### src/rtl/mem_addr_select.sv
// mem_addr_select: picks one of NUM_SRC address sources, presents it to memory and waits
// for mem_ready with a bounded timeout. Define MEM_ADDR_SELECT_ALIGN_CHK_EN to enable alignment checks.
module mem_addr_select #(
  parameter int DATA_W  = 32,
  parameter int NUM_SRC = 8,
  parameter int TIMEOUT = 15
) (
  input  logic                      clk,
  input  logic                      reset,
  input  logic [3:0]                sel,
  input  logic [NUM_SRC*DATA_W-1:0] src,
  input  logic [1:0]                size,
  input  logic                      req,
  input  logic                      mem_ready,
  output logic [DATA_W-1:0]         addr,
  output logic                      addr_valid,
  output logic                      busy,
  output logic                      done,
  output logic                      err,
  output logic [1:0]                err_code
);

  localparam int         SEL_W     = (NUM_SRC > 1) ? $clog2(NUM_SRC) : 1;
  localparam logic [7:0] TIMEOUT_C = 8'(TIMEOUT);

  typedef enum logic [1:0] {
    S_IDLE  = 2'b00,
    S_ISSUE = 2'b01,
    S_WAIT  = 2'b10
  } state_e;

  state_e            state_q, state_d;
  logic [DATA_W-1:0] addr_q, addr_d;
  logic [7:0]        cnt_q, cnt_d;
  logic              valid_q, valid_d;
  logic              busy_q, busy_d;
  logic              done_q, done_d;
  logic              err_q, err_d;
  logic [1:0]        code_q, code_d;
  logic [DATA_W-1:0] src_sel_s;
  logic              sel_bad_s;
  logic              misalign_s;

`ifdef MEM_ADDR_SELECT_ALIGN_CHK_EN
  function automatic logic misaligned_f(input logic [1:0] size_v, input logic [1:0] lsb_v);
    logic bad_v;
    case (size_v)
      2'b00:   bad_v = 1'b0;
      2'b01:   bad_v = lsb_v[0];
      2'b10:   bad_v = (lsb_v != 2'b00);
      default: bad_v = 1'b1;
    endcase
    return bad_v;
  endfunction

  assign misalign_s = misaligned_f(size, src_sel_s[1:0]);
`else
  logic unused_size_s;
  assign unused_size_s = ^size;
  assign misalign_s    = 1'b0;
`endif

  // The full 4-bit select is range-checked; only the low SEL_W bits steer the mux.
  assign sel_bad_s = ({28'd0, sel} >= 32'(NUM_SRC));

  // AND-OR source mux: defined for every select value, no priority chain
  always_comb begin
    src_sel_s = '0;
    for (int k = 0; k < NUM_SRC; k++) begin
      src_sel_s = src_sel_s
                | (src[k*DATA_W +: DATA_W] & {DATA_W{sel[SEL_W-1:0] == SEL_W'(k)}});
    end
  end

  // FSM state register
  always_ff @(posedge clk or posedge reset) begin
    if (reset) begin
      state_q <= S_IDLE;
    end else begin
      state_q <= state_d;
    end
  end

  // FSM next-state logic
  always_comb begin
    state_d = state_q;
    case (state_q)
      S_IDLE: begin
        if (req && !sel_bad_s && !misalign_s) begin
          state_d = S_ISSUE;
        end else begin
          state_d = S_IDLE;
        end
      end
      S_ISSUE: begin
        if (mem_ready) begin
          state_d = S_IDLE;
        end else begin
          state_d = S_WAIT;
        end
      end
      S_WAIT: begin
        // cnt_q == 1 is the last WAIT cycle: the counter reaches 0 at this edge
        if (mem_ready || (cnt_q <= 8'd1)) begin
          state_d = S_IDLE;
        end else begin
          state_d = S_WAIT;
        end
      end
      default: begin
        state_d = S_IDLE;
      end
    endcase
  end

  // FSM output and datapath next values
  always_comb begin
    addr_d = addr_q;
    cnt_d  = cnt_q;
    done_d = 1'b0;
    err_d  = 1'b0;
    code_d = code_q;
    case (state_q)
      S_IDLE: begin
        if (req && sel_bad_s) begin
          err_d  = 1'b1;
          code_d = 2'b01;
        end else if (req) begin
          addr_d = src_sel_s;
          if (misalign_s) begin
            err_d  = 1'b1;
            code_d = 2'b10;
          end else begin
            err_d  = 1'b0;
          end
        end else begin
          addr_d = addr_q;
        end
      end
      S_ISSUE: begin
        if (mem_ready) begin
          done_d = 1'b1;
          cnt_d  = 8'd0;
        end else begin
          cnt_d  = TIMEOUT_C;
        end
      end
      S_WAIT: begin
        if (mem_ready) begin
          done_d = 1'b1;
          cnt_d  = 8'd0;
        end else if (cnt_q <= 8'd1) begin
          err_d  = 1'b1;
          code_d = 2'b11;
          cnt_d  = 8'd0;
        end else begin
          cnt_d  = cnt_q - 8'd1;
        end
      end
      default: begin
        cnt_d = 8'd0;
      end
    endcase
    valid_d = (state_d != S_IDLE);
    busy_d  = (state_d != S_IDLE);
  end

  // Registered outputs, counter and captured address
  always_ff @(posedge clk or posedge reset) begin
    if (reset) begin
      addr_q  <= '0;
      cnt_q   <= 8'd0;
      valid_q <= 1'b0;
      busy_q  <= 1'b0;
      done_q  <= 1'b0;
      err_q   <= 1'b0;
      code_q  <= 2'b00;
    end else begin
      addr_q  <= addr_d;
      cnt_q   <= cnt_d;
      valid_q <= valid_d;
      busy_q  <= busy_d;
      done_q  <= done_d;
      err_q   <= err_d;
      code_q  <= code_d;
    end
  end

  assign addr       = addr_q;
  assign addr_valid = valid_q;
  assign busy       = busy_q;
  assign done       = done_q;
  assign err        = err_q;
  assign err_code   = code_q;

endmodule

### config.mk
export PLATFORM = sky130hd
export DESIGN_NAME = mem_addr_select
export DESIGN_NICKNAME = d
export VERILOG_FILES = /design/src/rtl/mem_addr_select.sv
export SDC_FILE = /design/constraint.sdc
export NUM_CORES = 1
export LEC_CHECK = 0
export BUFFER_PORTS_ARGS = -buffer_cell sky130_fd_sc_hd__buf_4
export CAP_MARGIN = 20
export CORE_AREA = 10 10 110 112
export DETAILED_ROUTE_END_ITERATION = 6
export DIE_AREA = 0 0 120 122
export PLACE_DENSITY = 0.92
export SLEW_MARGIN = 15
export SYNTH_ARGS = -nofsm -noshare
export SYNTH_HDL_FRONTEND = slang
export SYNTH_SLANG_ARGS = --single-unit
### constraint.sdc
create_clock -name clk -period 3.8 [get_ports clk]
set_input_delay 0.19 -clock clk [delete_from_list [all_inputs] [get_ports clk]]
set_output_delay 0.19 -clock clk [all_outputs]
set_load 0.01 [all_outputs]
==> summary.txt, run 1 <==
Outcome
  – Status: finished, final reports clean

Worst setup path
  – CP arrival: 2860 ps
  – Worst Path Max Fanout: 32
  – CP Launch Type: register
  – CP Data Required Time: 3990 ps
  – Worst Setup End Kind: register
  – Setup CP Type: reg -> reg
  – CP Launch Point: state_q[1]
  – Worst r2r src: state_q[1]

Logic synthesis
  – Synthesized instance count: 444
  – Synth cell types: 41
  – Synth Area per Inst: 9.119 um^2
  – Mux share of post-synthesis cell area: 0.2231
  – Yosys reg bits: 47
  – Top_reg_cell synth: dfrtp_1
  – Synth Cell Area: 4049 um^2
  – Synth Area in XOR/XNOR: 0
  – Post-synthesis adder-cell area fraction: 0.01854
  – Number of synthesized flops with an enable pin: 0
  – Share of synthesized registers carrying an async set or reset: 1.000
  – Register area share after synthesis: 0.2905
  – Net Count, Synth: 716
  – Synth Area in Simple Gates: 0.09487
  – Synth warn: 0
  – Largest family of logic cells by synthesized area: compound AO/OA/AOI/OAI gates
  – Synth Area in Compound Gates: 0.3152

Floorplan
  – Total die area: 14640 um^2
  – Chip width: 120 um
  – DIE HEIGHT: 122 um
  – Initial Util: 0.4030
  – Core Box Area: 10050 um^2
  – Row count: 37
  – # IOs: 304

CTS
  – CTS tree: built
  – Clock Tree Root: clkbuf_8
  – Clock buffer depth: 2
  – Clock latency on the worst-skew pair: 300 ps
  – Post-CTS Setup Inserts: 0
  – Post-CTS sizing: 0
  – Clk slew on worst S/H paths: 100 ps
  – TritonCTS Buffers: 5
  – Clock sinks: 47
  – H-tree depth: 2

Route
  – Router iterations before antenna repair: 4
  – Post-Route WL: 18290 um
  – Routed vias/inst: 5.709
  – Average wire per standard cell: 21.54 um
  – Antenna-violating nets left: 0
  – DRC errors left: 0
  – DR iter-0 viols: 380
  – Via count: 4847

GRT
  – Number of global-route vias before repair: 5184
  – Global-route wire length before repair: 27360 um
  – Largest net degree at the start of global routing: 86
  – All-layer global routing usage: 0.2289
  – Global route overflow: 0
  – Initial antenna violation count: 0

STA
  – RSZ-0062 raised after global routing: no
  – Normalized max-slew margin: 0.3009
  – Hold Fails Final Rpt: 0
  – Fmax: 0.3755 GHz
  – Setup TNS Final: 0 ps
  – # setup viols final: 0
  – Hold WS: 139.9 ps
  – Final setup skew: 9.170 ps
  – Actual slew at the worst max-slew pin: 1045 ps
  – Final Max Tran Viols: 0
  – Tmin final: 2663 ps
  – Final worst path period share: 0.7008

Placement
  – Final HPWL DP: 14600 um
  – PortBufs: 301
  – GPL Wtd Cong: 0.9128

Cells and area
  – Most frequent cells in the layout: buf_4, mux2_2, dfrtp_1
  – NumNets Final: 984
  – Diode count: 0
  – Final Util: 0.6409
  – Syn-to-layout area delta: 59.02%
  – Most common cell after layout, fill and taps aside: buf_4
  – Share of cells above drive strength 1: 0.5344

Pwr
  – Switch Pwr: 0.0005957 W
  – Pint: 0.001204 W
  – Leakage: 3.020 nW
  – Max IR drop VDD: 157.2 uV
  – Combinational fraction of design power: 0.458
  – Clock Power Share: 0.184
  – Sequential power share: 0.358
  – Pwr/cell area: 279.5 nW/um^2
  – Sw frac: 0.3310

Min path
  – Min-Delay Path Class: in -> reg
  – Hold Crit Start: mem_ready

Run
  – Max Cap Viol: 0
[logic make-up (layout without fill, tap and decap cells)]
| group | count (synthesis) | in the layout |
|---|---|---|
| compound gates | 178 | 178 |
| mux | 83 | 83 |
| simple gates | 78 | 78 |
| buf+inv | 52 | 321 |
| flops | 47 | 47 |
| fa+ha+maj | 6 | 6 |
[metal layers]
layer  wire, um  vias to the layer above  track usage  share of wire
li1           -                     2261            -              -
met1       6494                     2285       0.2222           0.36
met2       9463                      263       0.4350           0.52
met3       1825                       38      0.08464           0.10
met4        503                        0      0.08296          0.028
met5          0                        -            0              0
[synth_stat cells (2+ instances only)]
cell      count  area share
a21o_1        7       0.013
a21oi_1      28       0.035
a221o_1       5       0.012
a221oi_1     31       0.067
a22o_1        4      0.0087
a22oi_1      28       0.052
a31oi_1      16       0.025
a32o_1        2      0.0049
and2_1        4      0.0062
buf_2        16       0.020
buf_4         3      0.0056
clkbuf_1     23       0.021
dfrtp_1      47        0.29
ha_1          6       0.019
inv_1         8      0.0074
mux2_2       58        0.16
mux2i_1      25       0.062
nand2_1      33       0.031
nand2b_1      2      0.0031
nand3_1       2      0.0025
nand3b_1      2      0.0037
nor2_1       21       0.019
nor2b_1       3      0.0046
o21ai_0      26       0.032
o21ai_1       2      0.0025
o22a_1       26       0.056
or2_2         2      0.0031
[final timing paths]
kind	to	slack [ps]	cells past startpoint
max	addr[10]	1140	7
min	done	140	2
max reg2reg	addr[10]	1140	7
min reg2reg	addr[0]	520	1
max in group asynchronous	addr[23]	2750	4
min in group asynchronous	addr[11]	520	3
[power by group through the flow]
stage          clock, W  combinational (W)  sequential [W]
3_5_place_dp          0           0.000822        0.000653
4_1_cts        0.000342           0.000824        0.000644
2_1_floorplan         0           0.000354        0.000682
6_report       0.000331           0.000824        0.000645
5_1_grt        0.000361           0.000890        0.000653
3_3_place_gp          0           0.000796        0.000645
[what timing repair did]
item | in CTS | in global routing
endpoints found under the hold margin | 0 | 23
hold buffers | 0 | 1
endpoints found under the setup margin | 0 | 0
[sequential cells by signal, indices dropped and copies added, names as in the netlist]
name / cells
addr: 32
err_code: 2
done: 1
cnt_q: 8
busy: 1
err: 1
state_q: 2
[area by class of cell]
type,count,area (um^2)
clock buffer,6,82.58
timing repair buffer,305,2312
fill,761,3607
tap,136,170.2
clock inverter,2,16.27
multi-input combinational,345,2651
sequential,47,1176
inverter,8,30.03
[metrics by stage]
step                setup slack (ps)  cell area (um^2)  power (W)  cells
finish                          1137              6439   0.001800    849
global route                   874.1              6439   0.001904    849
floorplan                       1974              4049   0.001036    444
detailed placement              1129              6302   0.001475    839
global placement                1298              6302   0.001442    839
CTS                             1118              6401   0.001810    847
[worst max-delay path, stage by stage, from the launching register on]
cell and delay, ps:
dfrtp_1 410, inv_1 90, ha_1 500, nand2_1 200, nor2_4 580, buf_4 380, o21ai_0 150, o22a_1 220
No activity file was read; power rests on OpenSTA's default activity.
==> run 2, diff against run 1 <==
--- a/config.mk
+++ b/config.mk
@@ -5,12 +5,13 @@
 export SDC_FILE = /design/constraint.sdc
 export NUM_CORES = 1
 export LEC_CHECK = 0
+export ABC_AREA = 1
 export BUFFER_PORTS_ARGS = -buffer_cell sky130_fd_sc_hd__buf_4
 export CAP_MARGIN = 20
-export CORE_AREA = 10 10 110 112
+export CORE_MARGIN = 10
+export CORE_UTILIZATION = 40
 export DETAILED_ROUTE_END_ITERATION = 6
-export DIE_AREA = 0 0 120 122
-export PLACE_DENSITY = 0.92
+export PLACE_DENSITY = 0.89
 export SLEW_MARGIN = 15
 export SYNTH_ARGS = -nofsm -noshare
 export SYNTH_HDL_FRONTEND = slang
==> constraint.sdc (replaced) <==
create_clock -name clk -period 2.17 [get_ports clk]
set_input_delay 0.1085 -clock clk [delete_from_list [all_inputs] [get_ports clk]]
set_output_delay 0.1085 -clock clk [all_outputs]
set_load 0.01 [all_outputs]
==> run 2 against run 1 <==
  * Largest cell class unchanged
  * Sequential cell count unchanged
  * Critical path depth unchanged
  * Utilization decreased by 4.1 points
==> summary.txt, run 2 <==
Outcome
  – Status: finished, final reports clean

Logic synthesis
  – Number of synthesized flops with an enable pin: 0 (unchanged)
  – Synth cell types: 19 (-54%)
  – Synthesized instance count: 809 (+82%)
  – Register area share after synthesis: 0.2402 (-0.05026)
  – Share of synthesized registers carrying an async set or reset: 1.000 (unchanged)
  – Yosys reg bits: 47 (unchanged)
  – Top-area cell type share of the netlist area: 0.2466 (-0.04387)
  – Net Count, Synth: 1081 (+51%)
  – Area leader, netlist: nand4_1
  – Top_reg_cell synth: dfrtp_1
  – Synth warn: 0 (unchanged)
  – Most common cell in the netlist: nand2_1
  – Synth Area per Inst: 6.052 um^2 (-34%)
  – Top cells by area, synth: nand4_1, dfrtp_1, nand2_1, nand3_1, nor2_1
  – Most frequent cells after synthesis: nand2_1, nand4_1, nor2_1
  – Synth Cell Area: 4896 um^2 (+21%)

Floorplan
  – Core Box Area: 12010 um^2 (+20%)
  – # IOs: 304 (unchanged)
  – DIE HEIGHT: 130.6 um (+7.1%)
  – Chip width: 130.6 um (+8.9%)
  – Total die area: 17070 um^2 (+17%)
  – Initial Util: 0.4076 (+0.004565)
  – Row count: 40 (+8.1%)

STA
  – Final setup skew: 4.869 ps (-4.301 ps)
  – Hold WS: 47.83 ps (-92.10 ps)
  – RSZ-0062 raised after global routing: no
  – Fmax: 0.6090 GHz (+62%)
  – Normalized max-slew margin: 0.4120 (+0.1111)
  – Final Max Tran Viols: 0 (unchanged)
  – Hold Fails Final Rpt: 0 (unchanged)
  – Tmin final: 1642 ps (-1021 ps)
  – # setup viols final: 0 (unchanged)
  – Actual slew at the worst max-slew pin: 882.0 ps (-162.8 ps)
  – Final worst path period share: 0.7566 (+0.05586)
  – Setup TNS Final: 0 ps (unchanged)
  – Worst Setup Slack, final: 528.1 ps (-608.9 ps)

Pwr
  – Pwr/cell area: 528.3 nW/um^2 (+89%)
  – Leakage: 4.075 nW (+35%)
  – Max IR drop VDD: 287.7 uV (+83%)

GRT
  – All-layer global routing usage: 0.2436 (+0.01471)
  – Largest net degree at the start of global routing: 129 (+50%)
  – Number of global-route vias before repair: 6319 (+22%)
  – Initial antenna violation count: 1 (+1)
  – Global route overflow: 0 (unchanged)
  – Global-route wire length before repair: 33640 um (+23%)

Worst setup path
  – Crit path cell chain: inv_1, ha_1, clkinv_1, nand2_1, inv_1, nand3_1, o21ai_0
  – CP peak stage delay: 410 ps (-170 ps)
  – Setup CP Type: reg -> reg
  – Critical Path Most Common Cell: inv_1
  – Worst Setup End Kind: register
  – CP Launch Type: register
  – CP Data Required Time: 2330 ps (-1660 ps)
  – CP arrival: 1810 ps (-1050 ps)
  – Worst Path Max Fanout: 10 (-69%)
  – Slowest library cell on the worst path: dfrtp_1

CTS
  – TritonCTS Buffers: 5 (unchanged)
  – Clock latency on the worst-skew pair: 280 ps (-20 ps)
  – Clock sinks: 47 (unchanged)
  – Post-CTS Setup Inserts: 0 (unchanged)
  – Clk slew on worst S/H paths: 70 ps (-30 ps)
  – Clock Tree Root: clkbuf_16
  – H-tree depth: 2 (unchanged)
  – Clock buffer depth: 2 (unchanged)
  – CTS tree: built

Placement
  – PortBufs: 301 (unchanged)
  – Dpl cell area: 7029 um^2 (+12%)
  – Pre-CTS setup slack: 546.9 ps (-581.9 ps)
  – GPL Wtd Cong: 0.8877 (-2.7%)
  – Final HPWL DP: 16220 um (+11%)

Cells and area
  – Share of cells above drive strength 1: 0.3118 (-0.2226)
  – Most common cell after layout, fill and taps aside: buf_4
  – Fin area: 7204 um^2 (+12%)
  – Syn-to-layout area delta: 47.15%
  – NumNets Final: 1324 (+35%)
  – Most frequent cells in the layout: buf_4, nand2_1, nand4_1
  – Max FFs per register: 32 (unchanged)
  – Fillers: 1155 (+52%)

Run
  – Max Cap Viol: 0 (unchanged)

Min path
  – Min-Delay Path Class: in -> reg

Route
  – Router iterations before antenna repair: 5 (+1)
  – Via count: 6829 (+41%)
  – DRC errors left: 0 (unchanged)
  – Routed vias/inst: 5.691 (-0.32%)
  – Average wire per standard cell: 18.40 um (-15%)
  – DR iter-0 viols: 707 (+86%)
  – Post-Route WL: 22080 um (+21%)
  – Antenna-violating nets left: 0 (unchanged)
==> run 2: final timing paths <==
kind	cells after the start	startpoint	slack, ps	endpoint
max	7	state_q[0]	530	cnt_q[7]
min	3	mem_ready	50	done
max reg2reg	7	state_q[0]	530	cnt_q[7]
min reg2reg	2	err_code[0]	480	err_code[0]
max in group asynchronous	4	reset	980	cnt_q[5]
min in group asynchronous	3	reset	440	addr[22]
==> run 2: cell families (layout without fill, tap and decap cells) <==
| kind of cell | count (synthesis) | in the layout | synth area share |
|---|---|---|---|
| DFF | 47 | 47 | 0.2402 |
| other | 0 | 1 | 0 |
| and+or+nand+nor | 636 | 636 | 0.6064 |
| adders and majority gates | 6 | 6 | 0.01533 |
| xor gates and xnor gates | 2 | 2 | 0.003578 |
| buffers and inverters | 104 | 347 | 0.1199 |
| AOI/OAI and AO/OA | 14 | 14 | 0.01457 |
==> run 2: layout make-up <==
type                       instances  area, um^2  share of cell area
multi-input combinational        658        3133              0.4349
timing repair buffer             317        2457              0.3411
sequential                        47        1176              0.1633
tap                              147       183.9             0.02553
clock buffer                       5       125.1             0.01737
inverter                          23       88.84             0.01233
clock inverter                     2       37.54            0.005210
antenna                            1       2.502           0.0003473
==> run 2: stage by stage <==
stage                     power, W  utilization  std cells
after detailed placement  0.002939       0.5852       1191
after global placement    0.002892       0.5852       1191
final                     0.003806       0.5998       1200
after CTS                 0.003833       0.5996       1199
after global routing      0.004079       0.5998       1200
after floorplan           0.002071            -        809
==> run 2: power by group <==
group	total [W]	internal (W)	switching [W]
Combinational	0.00172	0.000803	0.000915
Sequential	0.00121	0.00108	0.000136
Clock	0.000875	0.000538	0.000338
==> run 2: metal layers <==
metal | track usage | wire (um)
met2 | 0.4106 | 10530
met5 | 0 | 0
met4 | 0.07914 | 684
met1 | 0.2932 | 8505
met3 | 0.06769 | 2367
==> run 2: what timing repair did <==
item / CTS / global route
hold buffers: 1 / 0
gates resized for setup: 0 / 0
hold endpoints to repair: 19 / 0
==> run 2: critical path, delay by kind of cell (launching register included) <==
family | cells | cell delay, ps
buffers and inverters | 3 | 460
AND/OR/NAND/NOR | 2 | 290
flip-flops | 1 | 410
AO/OA/AOI/OAI | 1 | 90
adder cells (fa/ha/maj) | 1 | 260
